`src/rtl/rv_pkg.sv`:
```
// ============================================================================
// rv_pkg -- constants and FSM encoding shared by the fetch stage
// Rev 1.0
// ============================================================================
`default_nettype none

package rv_pkg;

  localparam logic [31:0] RESET_PC  = 32'h0000_0000;
  localparam logic [31:0] NOP_INSTR = 32'h0000_0013;
  localparam logic [31:0] PC_STEP   = 32'd4;

  typedef enum logic [1:0] {
    FETCH   = 2'd0,
    HOLD    = 2'd1,
    DISCARD = 2'd2
  } fetch_state_e;

  function automatic logic [31:0] align_pc(input logic [31:0] pc);
    return pc & 32'hFFFF_FFFC;
  endfunction

endpackage

`default_nettype wire

```
`src/rtl/if_id_reg.sv`:
```
// ============================================================================
// if_id_reg -- IF/ID pipeline register with flush (bubble) and hold controls
// Rev 1.0
// ============================================================================
`default_nettype none

module if_id_reg
  import rv_pkg::*;
#(
  parameter logic [31:0] NOP_WORD = 32'h0000_0013
) (
  input  logic        clk,
  input  logic        rst,
  input  logic        flush_i,
  input  logic        hold_i,
  input  logic        load_i,
  input  logic [31:0] instr_i,
  input  logic [31:0] pc_i,
  output logic        valid_o,
  output logic [31:0] instr_o,
  output logic [31:0] pc_o
);

  logic        valid_q;
  logic [31:0] instr_q;
  logic [31:0] pc_q;

  // Priority: flush > hold > load > bubble. Bubbles keep the last pc.
  always_ff @(posedge clk or posedge rst) begin
    if (rst) begin
      valid_q <= 1'b0;
      instr_q <= NOP_WORD;
      pc_q    <= 32'h0000_0000;
    end else if (flush_i) begin
      valid_q <= 1'b0;
      instr_q <= NOP_WORD;
    end else if (hold_i) begin
      valid_q <= valid_q;
    end else if (load_i) begin
      valid_q <= 1'b1;
      instr_q <= instr_i;
      pc_q    <= pc_i;
    end else begin
      valid_q <= 1'b0;
      instr_q <= NOP_WORD;
    end
  end

  assign valid_o = valid_q;
  assign instr_o = instr_q;
  assign pc_o    = pc_q;

endmodule

`default_nettype wire

```
`src/rtl/fetch_stage.sv`:
```
// ============================================================================
// fetch_stage -- single-outstanding instruction fetch with skid and redirect
// Rev 1.0
// ============================================================================
`default_nettype none

module fetch_stage #(
  parameter logic [31:0] RESET_PC  = rv_pkg::RESET_PC,
  parameter logic [31:0] NOP_INSTR = rv_pkg::NOP_INSTR
) (
  input  logic        clk,
  input  logic        rst,
  input  logic        stall,
  input  logic        redirect_valid,
  input  logic [31:0] redirect_pc,
  output logic        imem_req,
  output logic [31:0] imem_addr,
  input  logic        imem_valid,
  input  logic [31:0] imem_rdata,
  output logic        if_id_valid,
  output logic [31:0] if_id_instr,
  output logic [31:0] if_id_pc
);

  import rv_pkg::*;

  fetch_state_e state_q;
  logic [31:0]  pc_q;
  logic [31:0]  target_q;
  logic [31:0]  skid_instr_q;
  logic         skid_valid_q;
  logic         req_q;

  logic         w_accept;
  logic [31:0]  w_redir_pc;
  logic         w_flush;
  logic         w_load;
  logic [31:0]  w_load_instr;

  assign w_accept   = req_q & imem_valid;
  assign w_redir_pc = align_pc(redirect_pc);

  // pc_q is the address on the bus; in DISCARD it stays on the abandoned
  // request while target_q carries where fetching resumes.
  always_ff @(posedge clk or posedge rst) begin
    if (rst) begin
      state_q      <= FETCH;
      pc_q         <= RESET_PC;
      target_q     <= RESET_PC;
      skid_instr_q <= NOP_INSTR;
      skid_valid_q <= 1'b0;
      req_q        <= 1'b1;
    end else begin
      case (state_q)
        FETCH: begin
          if (redirect_valid) begin
            skid_valid_q <= 1'b0;
            if (w_accept) begin
              pc_q <= w_redir_pc;
            end else begin
              target_q <= w_redir_pc;
              state_q  <= DISCARD;
            end
          end else if (w_accept && !stall) begin
            pc_q <= pc_q + PC_STEP;
          end else if (w_accept && stall) begin
            skid_instr_q <= imem_rdata;
            skid_valid_q <= 1'b1;
            state_q      <= HOLD;
            req_q        <= 1'b0;
          end
        end
        HOLD: begin
          if (redirect_valid) begin
            pc_q         <= w_redir_pc;
            skid_valid_q <= 1'b0;
            state_q      <= FETCH;
            req_q        <= 1'b1;
          end else if (!stall) begin
            pc_q         <= pc_q + PC_STEP;
            skid_valid_q <= 1'b0;
            state_q      <= FETCH;
            req_q        <= 1'b1;
          end
        end
        DISCARD: begin
          if (w_accept) begin
            pc_q    <= redirect_valid ? w_redir_pc : target_q;
            state_q <= FETCH;
          end else if (redirect_valid) begin
            target_q <= w_redir_pc;
          end
        end
        default: begin
          state_q <= FETCH;
          req_q   <= 1'b1;
        end
      endcase
    end
  end

  assign imem_req  = req_q;
  assign imem_addr = pc_q;

  assign w_flush      = redirect_valid | (state_q == DISCARD);
  assign w_load       = ((state_q == HOLD) && skid_valid_q) || w_accept;
  assign w_load_instr = (state_q == HOLD) ? skid_instr_q : imem_rdata;

  if_id_reg #(
    .NOP_WORD (NOP_INSTR)
  ) u_if_id_reg (
    .clk     (clk),
    .rst     (rst),
    .flush_i (w_flush),
    .hold_i  (stall),
    .load_i  (w_load),
    .instr_i (w_load_instr),
    .pc_i    (pc_q),
    .valid_o (if_id_valid),
    .instr_o (if_id_instr),
    .pc_o    (if_id_pc)
  );

endmodule

`default_nettype wire
```
`config.mk`:
```
export PLATFORM = sky130hd
export DESIGN_NAME = fetch_stage
export DESIGN_NICKNAME = d
export VERILOG_FILES = /design/src/rtl/rv_pkg.sv /design/src/rtl/if_id_reg.sv /design/src/rtl/fetch_stage.sv
export SDC_FILE = /design/constraint.sdc
export NUM_CORES = 1
export LEC_CHECK = 0
export ABC_AREA = 1
export ABC_CLOCK_PERIOD_IN_PS = 6200
export BUFFER_PORTS_ARGS = -buffer_cell sky130_fd_sc_hd__buf_2
export CAP_MARGIN = 20
export CORE_MARGIN = 2
export CORE_UTILIZATION = 45
export CTS_CLUSTER_DIAMETER = 100
export CTS_CLUSTER_SIZE = 30
export DETAILED_ROUTE_END_ITERATION = 10
export GPL_TIMING_DRIVEN = 0
export HOLD_SLACK_MARGIN = 0.15
export PLACE_DENSITY = 0.7
export SYNTH_ARGS = -nofsm -noshare
export SYNTH_HDL_FRONTEND = slang
export SYNTH_SLANG_ARGS = --single-unit
```
`constraint.sdc`:
```
create_clock -name clk -period 6.2 [get_ports clk]
set_input_delay 0.31 -clock clk [delete_from_list [all_inputs] [get_ports clk]]
set_output_delay 0.31 -clock clk [all_outputs]
set_load 0.05 [all_outputs]
```
==> results of run 1 <==
==> synth_stat cells (all sizes together) <==
cell / instances
nand2: 314
dfrtp: 158
o21ai: 116
nor2: 112
inv: 84
nand3: 57
a21oi: 52
clkbuf: 29
buf: 25
a211oi: 18
a22oi: 7
dfstp: 7
a221oi: 6
mux2i: 6
nor3: 6
mux2: 4
xor2: 4
a31oi: 3
o22ai: 3
o211ai: 2
a311oi: 1
and2: 1
ha: 1
nand4: 1
o221ai: 1
==> power by group <==
part,internal (mW),switching [mW]
Sequential,1.50,0.330
Clock,0.616,0.476
Combinational,0.564,1.69
==> kinds of logic (layout without fill, tap and decap cells) <==
group                      after synthesis  after routing
AOI/OAI and AO/OA                      209            209
adders and majority gates                1              1
buffers and inverters                  138            394
muxes                                   10             10
DFF                                    165            165
and+or+nand+nor                        491            491
xor gates and xnor gates                 4              4
==> worst max path at each step <==
stage | start | to | cells after the start | slack (ns)
finish | imem_req | imem_addr[7] | 6 | 4.19
global placement | rst | u_if_id_reg.pc_o[27] | 2 | -0.49
detailed placement | stall | skid_instr_q[31] | 5 | 4.21
global route | state_q[1] | imem_addr[21] | 6 | 3.99
CTS | imem_addr[3] | imem_addr[24] | 11 | 4.22
floorplan | rst | imem_addr[0] | 1 | 1.44
==> registers in the layout, summed over array words and instances (netlist names), 2 cells and up <==
register	cells
u_if_id_reg.instr_o	32
skid_instr_q	32
target_q	32
u_if_id_reg.pc_o	32
imem_addr	32
state_q	2
==> what timing repair did <==
| item | in CTS | in global routing |
|---|---|---|
| endpoints found under the hold margin | 118 | 0 |
| hold buffers | 61 | 0 |
| buffers inserted | 0 | 0 |
==> layer usage <==
| layer | routed length (um) | vias to the layer above | global-route usage |
|---|---|---|---|
| met5 | 0 | - | 0 |
| met4 | 681 | 0 | 0.1077 |
| met3 | 1607 | 48 | 0.04667 |
| met2 | 11150 | 282 | 0.4107 |
| met1 | 10550 | 3674 | 0.3595 |
| li1 | - | 3796 | - |
==> critical path: stages, from the launching register on <==
cell	delay, ns
dfstp_2	0.54
nand2_1	0.14
o21ai_1	0.21
nand2_1	0.18
buf_2	0.24
a221oi_1	0.43
a22oi_1	0.13
==> area by class of cell <==
class                   instances  area share
clock inverters                14     0.01604
flip-flops and latches        165      0.4018
repair buffers                224      0.1407
plain buffers                  54     0.02345
multi-input cells             715      0.3164
well taps                     225     0.02734
inverters                      84     0.03159
clock buffers                  18     0.04265
==> through the flow <==
step                hold slack, ns    util
detailed placement          0.3699  0.5251
global route                0.2187  0.5953
global placement            0.4532  0.5231
CTS                         0.1919  0.5953
floorplan                   0.4196       -
finish                      0.1947  0.5953
==> impl_metrics.env, run 1 <==
export IMPL_status="completed"
export IMPL_drc_errors=0
export IMPL_placed_area_um2=9082
export IMPL_rr_worst_depth=6
export IMPL_fin_crit_ns=2.012
export IMPL_core_um2=17300
export IMPL_min_to="target_q[17]"
export IMPL_critPathMaxFanout=10
export IMPL_num_nets_final=1331
export IMPL_drive_gt1_frac=0.1884
export IMPL_synth_top_area_share=0.4970
export IMPL_gp_congestion=0.9130
export IMPL_finalHoldViolations=0
export IMPL_synth_top_family_by_area="simple AND/OR/NAND/NOR gates"
export IMPL_tns_ns=0
export IMPL_clkLatencyLatePin_ns=0.44
export IMPL_cp_arrival_ns=2.30
export IMPL_clk_pin_slew_ns=0.07
export IMPL_drt_iter0_markers=608
export IMPL_seq_area_um2=4138
export IMPL_tightest_slew_ns=0.6170
export IMPL_yosysSeqAreaShare=0.5201
export IMPL_dp_cells=1406
export IMPL_hold_start="redirect_pc[17]"
export IMPL_yosysWarnings=0
export IMPL_mostFrequentLayoutCells="310 x nand2_1, 178 x buf_2, 158 x dfrtp_1, 109 x nor2_1, 75 x inv_1"
export IMPL_fp_dieArea_um2=18760
export IMPL_nFillCells=1600
export IMPL_syn_nets=1088
export IMPL_grt_use_total=0.2620
export IMPL_ctsRootBufferMaster="clkbuf_16"
export IMPL_design_area_um2=10300
export IMPL_cp_end_kind="register"
export IMPL_r2r_start="imem_req"
export IMPL_ant_nets=0
export IMPL_fin_ws_ns=4.188
export IMPL_rsz0062_at_grt="no"
export IMPL_antenna_found_initial=0
export IMPL_synth_area_um2=7955
export IMPL_dp_hpwl_mm=17.43
export IMPL_vias=7800
export IMPL_grt_max_degree=108
export IMPL_synthTopCellsByArea="dfrtp_1 50%, nand2_1 15%, nor2_1 5.1%"
export IMPL_slew_violations=0
export IMPL_cts_sinks=165
export IMPL_rows=48
export IMPL_h_tree_depth=4
export IMPL_wirelength_mm=23.99
export IMPL_cap_violations=0
export IMPL_pre_cts_slack_ns=4.208
export IMPL_wl_per_cell_um=16.01
export IMPL_cts_made_buffers=17
export IMPL_dr_pass1_iters=5
export IMPL_worstHoldPathType="primary input to register"
export IMPL_initial_core_util=0.4599
export IMPL_synthCells=1018
export IMPL_slew_limit_headroom=0.5887
export IMPL_finalSetupViolCount=0
export IMPL_power_density_nw_per_um2=503.0
export IMPL_fp_dieW_um=137.0
export IMPL_reg2reg_to="imem_addr[7]"
export IMPL_cts_buffer_depth=2
export IMPL_io_pins=167
export IMPL_multiInputGateArea_um2=3258
export IMPL_grt_pass1_vias=7326
export IMPL_yosys_area_share_xor_xnor=0.004404
export IMPL_port_buffers=162
export IMPL_area_growth_pct=29.44
export IMPL_viasPerCell=5.203
export IMPL_final_cells=1499
export IMPL_rrSetupSlack_ns=4.19
export IMPL_synth_cell_types=34
export IMPL_synth_compound_area_share=0.1447
export IMPL_die_h_um=137.0
export IMPL_p_leak_nw=5.229
export IMPL_ir_drop_mv=0.2787
export IMPL_p_total_mw=5.179
export IMPL_start_kind="register"
export IMPL_grt_pass1_wl_mm=37.78
export IMPL_cts_repair_resize_count=0
export IMPL_skew_ns=0.01247
export IMPL_max_freq_ghz=0.4970
export IMPL_cts_tree="built"
export IMPL_grt_overflow=0
export IMPL_yosys_area_share_simple=0.2457
export IMPL_synth_area_mux_share=0.01321
export IMPL_synth_fa_ha_area_frac=0.001573
export IMPL_fin_crit_sh=0.3245
export IMPL_avgSynthCellArea_um2=7.814
export IMPL_synth_top_area_cell="dfrtp_1"
export IMPL_hold_depth=3
export IMPL_ys_ff_latch=165
export IMPL_critical_path_class="register to register"
export IMPL_diodes=0
export IMPL_layout_commonest_cell="nand2_1"
export IMPL_required_ns=6.49
Note: power is estimated with default switching activity, not from simulation.
==> run 2, diff against run 1 <==
- ABC_AREA: 1 -> 0
- ABC_CLOCK_PERIOD_IN_PS: 6200 -> 1800
- PLACE_DENSITY: 0.7 -> 0.73
- clock period: 6.2 -> 1.8 ns (I/O delays scaled with it)
==> run 2 against run 1 <==
Compared with the run above: the flow now finishes with violations (setup timing); clock skew shrank 0.0044 ns; utilization grew 7.7 points; wire length grew 1.6%; largest cell class unchanged; sequential share of layout area shrank 3.2 points.
==> impl_metrics.env, run 2 <==
export IMPL_drc_errors=0
export IMPL_seq_area_um2=4154
export IMPL_fin_crit_sh=1.057
export IMPL_yosysSeqAreaShare=0.5351
export IMPL_rr_worst_depth=8
export IMPL_worstHoldPathType="primary input to register"
export IMPL_cts_sinks=165
export IMPL_final_cells=1228
export IMPL_pwr_share_clk=0.253
export IMPL_finalSetupViolCount=59
export IMPL_avgSynthCellArea_um2=10.91
export IMPL_design_area_um2=11230
export IMPL_pwr_share_seq=0.369
export IMPL_cp_common_cell="buf_6"
export IMPL_reg2reg_to="u_if_id_reg.pc_o[17]"
export IMPL_ant_nets=0
export IMPL_slowest_delay_ns=0.66
export IMPL_tightest_slew_ns=0.7756
export IMPL_synthCells=709
export IMPL_synth_top_area_cell="dfrtp_1"
export IMPL_hold_start="stall"
export IMPL_synth_edff_count=0
export IMPL_p_comb_frac=0.377
export IMPL_cts_buffer_depth=2
export IMPL_violations="setup timing"
export IMPL_syn_nets=779
export IMPL_cts_tree="built"
export IMPL_synthTopCellsByArea="dfrtp_1 51%, mux2_2 13%, o21ai_0 4.9%"
export IMPL_crit_buf_inv=3
export IMPL_critical_path_class="register to register"
export IMPL_critPathTopFamily="flip-flops"
export IMPL_p_int_mw=9.251
export IMPL_vias=6938
export IMPL_synth_cell_types=58
export IMPL_mostFrequentLayoutCells="167 x buf_2, 148 x dfrtp_1, 76 x nand2_1, 64 x mux2_2, 64 x dlygate4sd3_1"
export IMPL_cp_arrival_ns=2.21
export IMPL_slew_limit_headroom=0.4819
export IMPL_gp_congestion=0.8765
export IMPL_clk_pin_slew_ns=0.06
export IMPL_grt_pass1_wl_mm=35.70
export IMPL_grt_pass1_vias=6724
export IMPL_yosysMostFrequentCell="dfrtp_1"
export IMPL_dr_pass1_iters=5
export IMPL_io_pins=167
export IMPL_grt_overflow=0
export IMPL_critPathMaxFanout=5
export IMPL_netSwitchingPower_mw=6.396
export IMPL_ys_ff_latch=165
export IMPL_yosysWarnings=0
export IMPL_rrSetupSlack_ns=-0.10
export IMPL_port_buffers=163
export IMPL_fin_ws_ns=-0.1026
export IMPL_core_um2=16700
export IMPL_dp_hpwl_mm=14.86
export IMPL_drive_gt1_frac=0.4435
export IMPL_fin_crit_ns=1.903
export IMPL_grt_use_total=0.2544
export IMPL_power_density_nw_per_um2=1393
export IMPL_placed_area_um2=8979
export IMPL_nFillCells=1253
export IMPL_initial_core_util=0.4630
export IMPL_tns_ns=-2.712
export IMPL_sw_frac_of_total=0.4087
export IMPL_cts_made_buffers=17
export IMPL_r2r_start="imem_req"
export IMPL_dp_cells=1096
export IMPL_ctsRootBufferMaster="clkbuf_16"
export IMPL_die_h_um=135.1
export IMPL_cp_depth=8
export IMPL_synth_commonest_cells="158 x dfrtp_1, 90 x mux2_2, 79 x nand2_1"
export IMPL_status="finished with violations"
export IMPL_diodes=0
export IMPL_skew_ns=0.008112
export IMPL_start_kind="register"
export IMPL_p_total_mw=15.65
export IMPL_layout_commonest_cell="buf_2"
export IMPL_h_tree_depth=4
export IMPL_slew_violations=0
export IMPL_hold_depth=3
export IMPL_critPathSlowestCell="dfstp_4"
export IMPL_synth_area_um2=7732
export IMPL_drt_iter0_markers=509
export IMPL_area_growth_pct=45.23
export IMPL_rows=47
export IMPL_max_freq_ghz=0.5256
export IMPL_rsz0062_at_grt="yes"
export IMPL_required_ns=2.11
export IMPL_num_nets_final=1065
export IMPL_fp_dieW_um=135.1
export IMPL_p_leak_nw=5.253
export IMPL_ir_drop_mv=1.337
export IMPL_fin_util=0.6724
export IMPL_fp_dieArea_um2=18250
export IMPL_viasPerCell=5.650
export IMPL_grt_max_degree=41
export IMPL_synth_top_area_share=0.5113
export IMPL_cp_end_kind="register"
export IMPL_synthArstFlopShare=1.000
export IMPL_wirelength_mm=24.37
export IMPL_antenna_found_initial=0
export IMPL_wl_per_cell_um=19.84
export IMPL_crit_path_cell_trace="nand2_4 -> a21oi_2 -> o21ai_2 -> buf_6 -> nor2_4 -> buf_6 -> buf_8 -> mux2_2"
export IMPL_finalHoldViolations=0
export IMPL_cap_violations=0
export IMPL_multiInputGateArea_um2=3682
export IMPL_min_to="state_q[0]"
export IMPL_synth_main_ff_cell="dfrtp_1"
export IMPL_startpoint="imem_req"
export IMPL_clkLatencyLatePin_ns=0.43
==> run 2: cell count changes after synthesis, moves of 7 or more <==
cell	previous run	this run
a211oi_1	18	4
a21oi_1	52	33
a31oi_1	3	11
and3_1	0	14
inv_1	76	11
inv_2	7	0
mux2_2	0	90
mux2i_1	6	33
nand2_1	310	79
nand3_1	57	13
nor2_1	109	34
o21ai_0	63	75
o21ai_1	53	6
==> run 2: power groups by stage <==
stage	Combinational, mW	Clock (mW)	Sequential (mW)
final	5.90	3.96	5.78
after floorplan	1.94	0	7.51
after global placement	5.09	0	5.69
after CTS	5.54	3.99	5.66
after global routing	6.22	4.15	5.92
after detailed placement	5.18	0	5.75
==> run 2: worst min-delay path, delay by kind of cell <==
kind          cells  cell delay, ns
simple gates      2            0.23
buf+inv           1            0.24
==> run 2: through the flow <==
step           setup slack, ns  hold WS [ns]
6_report               -0.1026        0.1767
5_1_grt                -0.1703        0.2182
4_1_cts                -0.1217        0.1629
3_5_place_dp           -0.5581        0.2710
3_3_place_gp            -1.496        0.3402
2_1_floorplan          -0.4662        0.2404
==> run 2: repair_timing <==
item | 4_1_cts | 5_1_grt
gates cloned | 3 | 4
endpoints found under the setup margin | 128 | 154
hold endpoints to repair | 157 | 0
hold buffers | 64 | 0
pin swaps | 5 | 34
buffers inserted | 23 | 8
gates resized for setup | 86 | 127
==> run 2: metal layers <==
metal  track usage  vias up  routed length, um
met4       0.08333        0                631
met2        0.4284      324              12000
met5             0        -                  0
li1              -     3132                  -
met3       0.04242       57               1629
met1        0.3366     3425              10100
==> run 2: how the worst max path moves through the flow <==
stage                                 to
CTS                        imem_addr[17]
detailed placement         imem_addr[28]
global route               imem_addr[31]
finish              u_if_id_reg.pc_o[17]
global placement    u_if_id_reg.pc_o[14]
floorplan                  imem_addr[28]
==> run 2: cell families (layout without fill, tap and decap cells) <==
logic type,after synthesis,count (layout),synth area share
buf+inv,62,361,0.03657
compound gates,167,167,0.1269
simple gates,184,184,0.1168
xor+xnor,3,3,0.003399
mux,127,127,0.1796
fa+ha+maj,1,1,0.001618
flops,165,165,0.5351
==> run 2: layout make-up <==
cell class              count  share of cell area
plain buffers              50             0.03911
clock buffers              21             0.04189
clock inverters            11             0.01549
inverters                  11            0.004011
multi-input cells         482              0.3279
flip-flops and latches    165              0.3699
well taps                 220             0.02451
repair buffers            268              0.1772
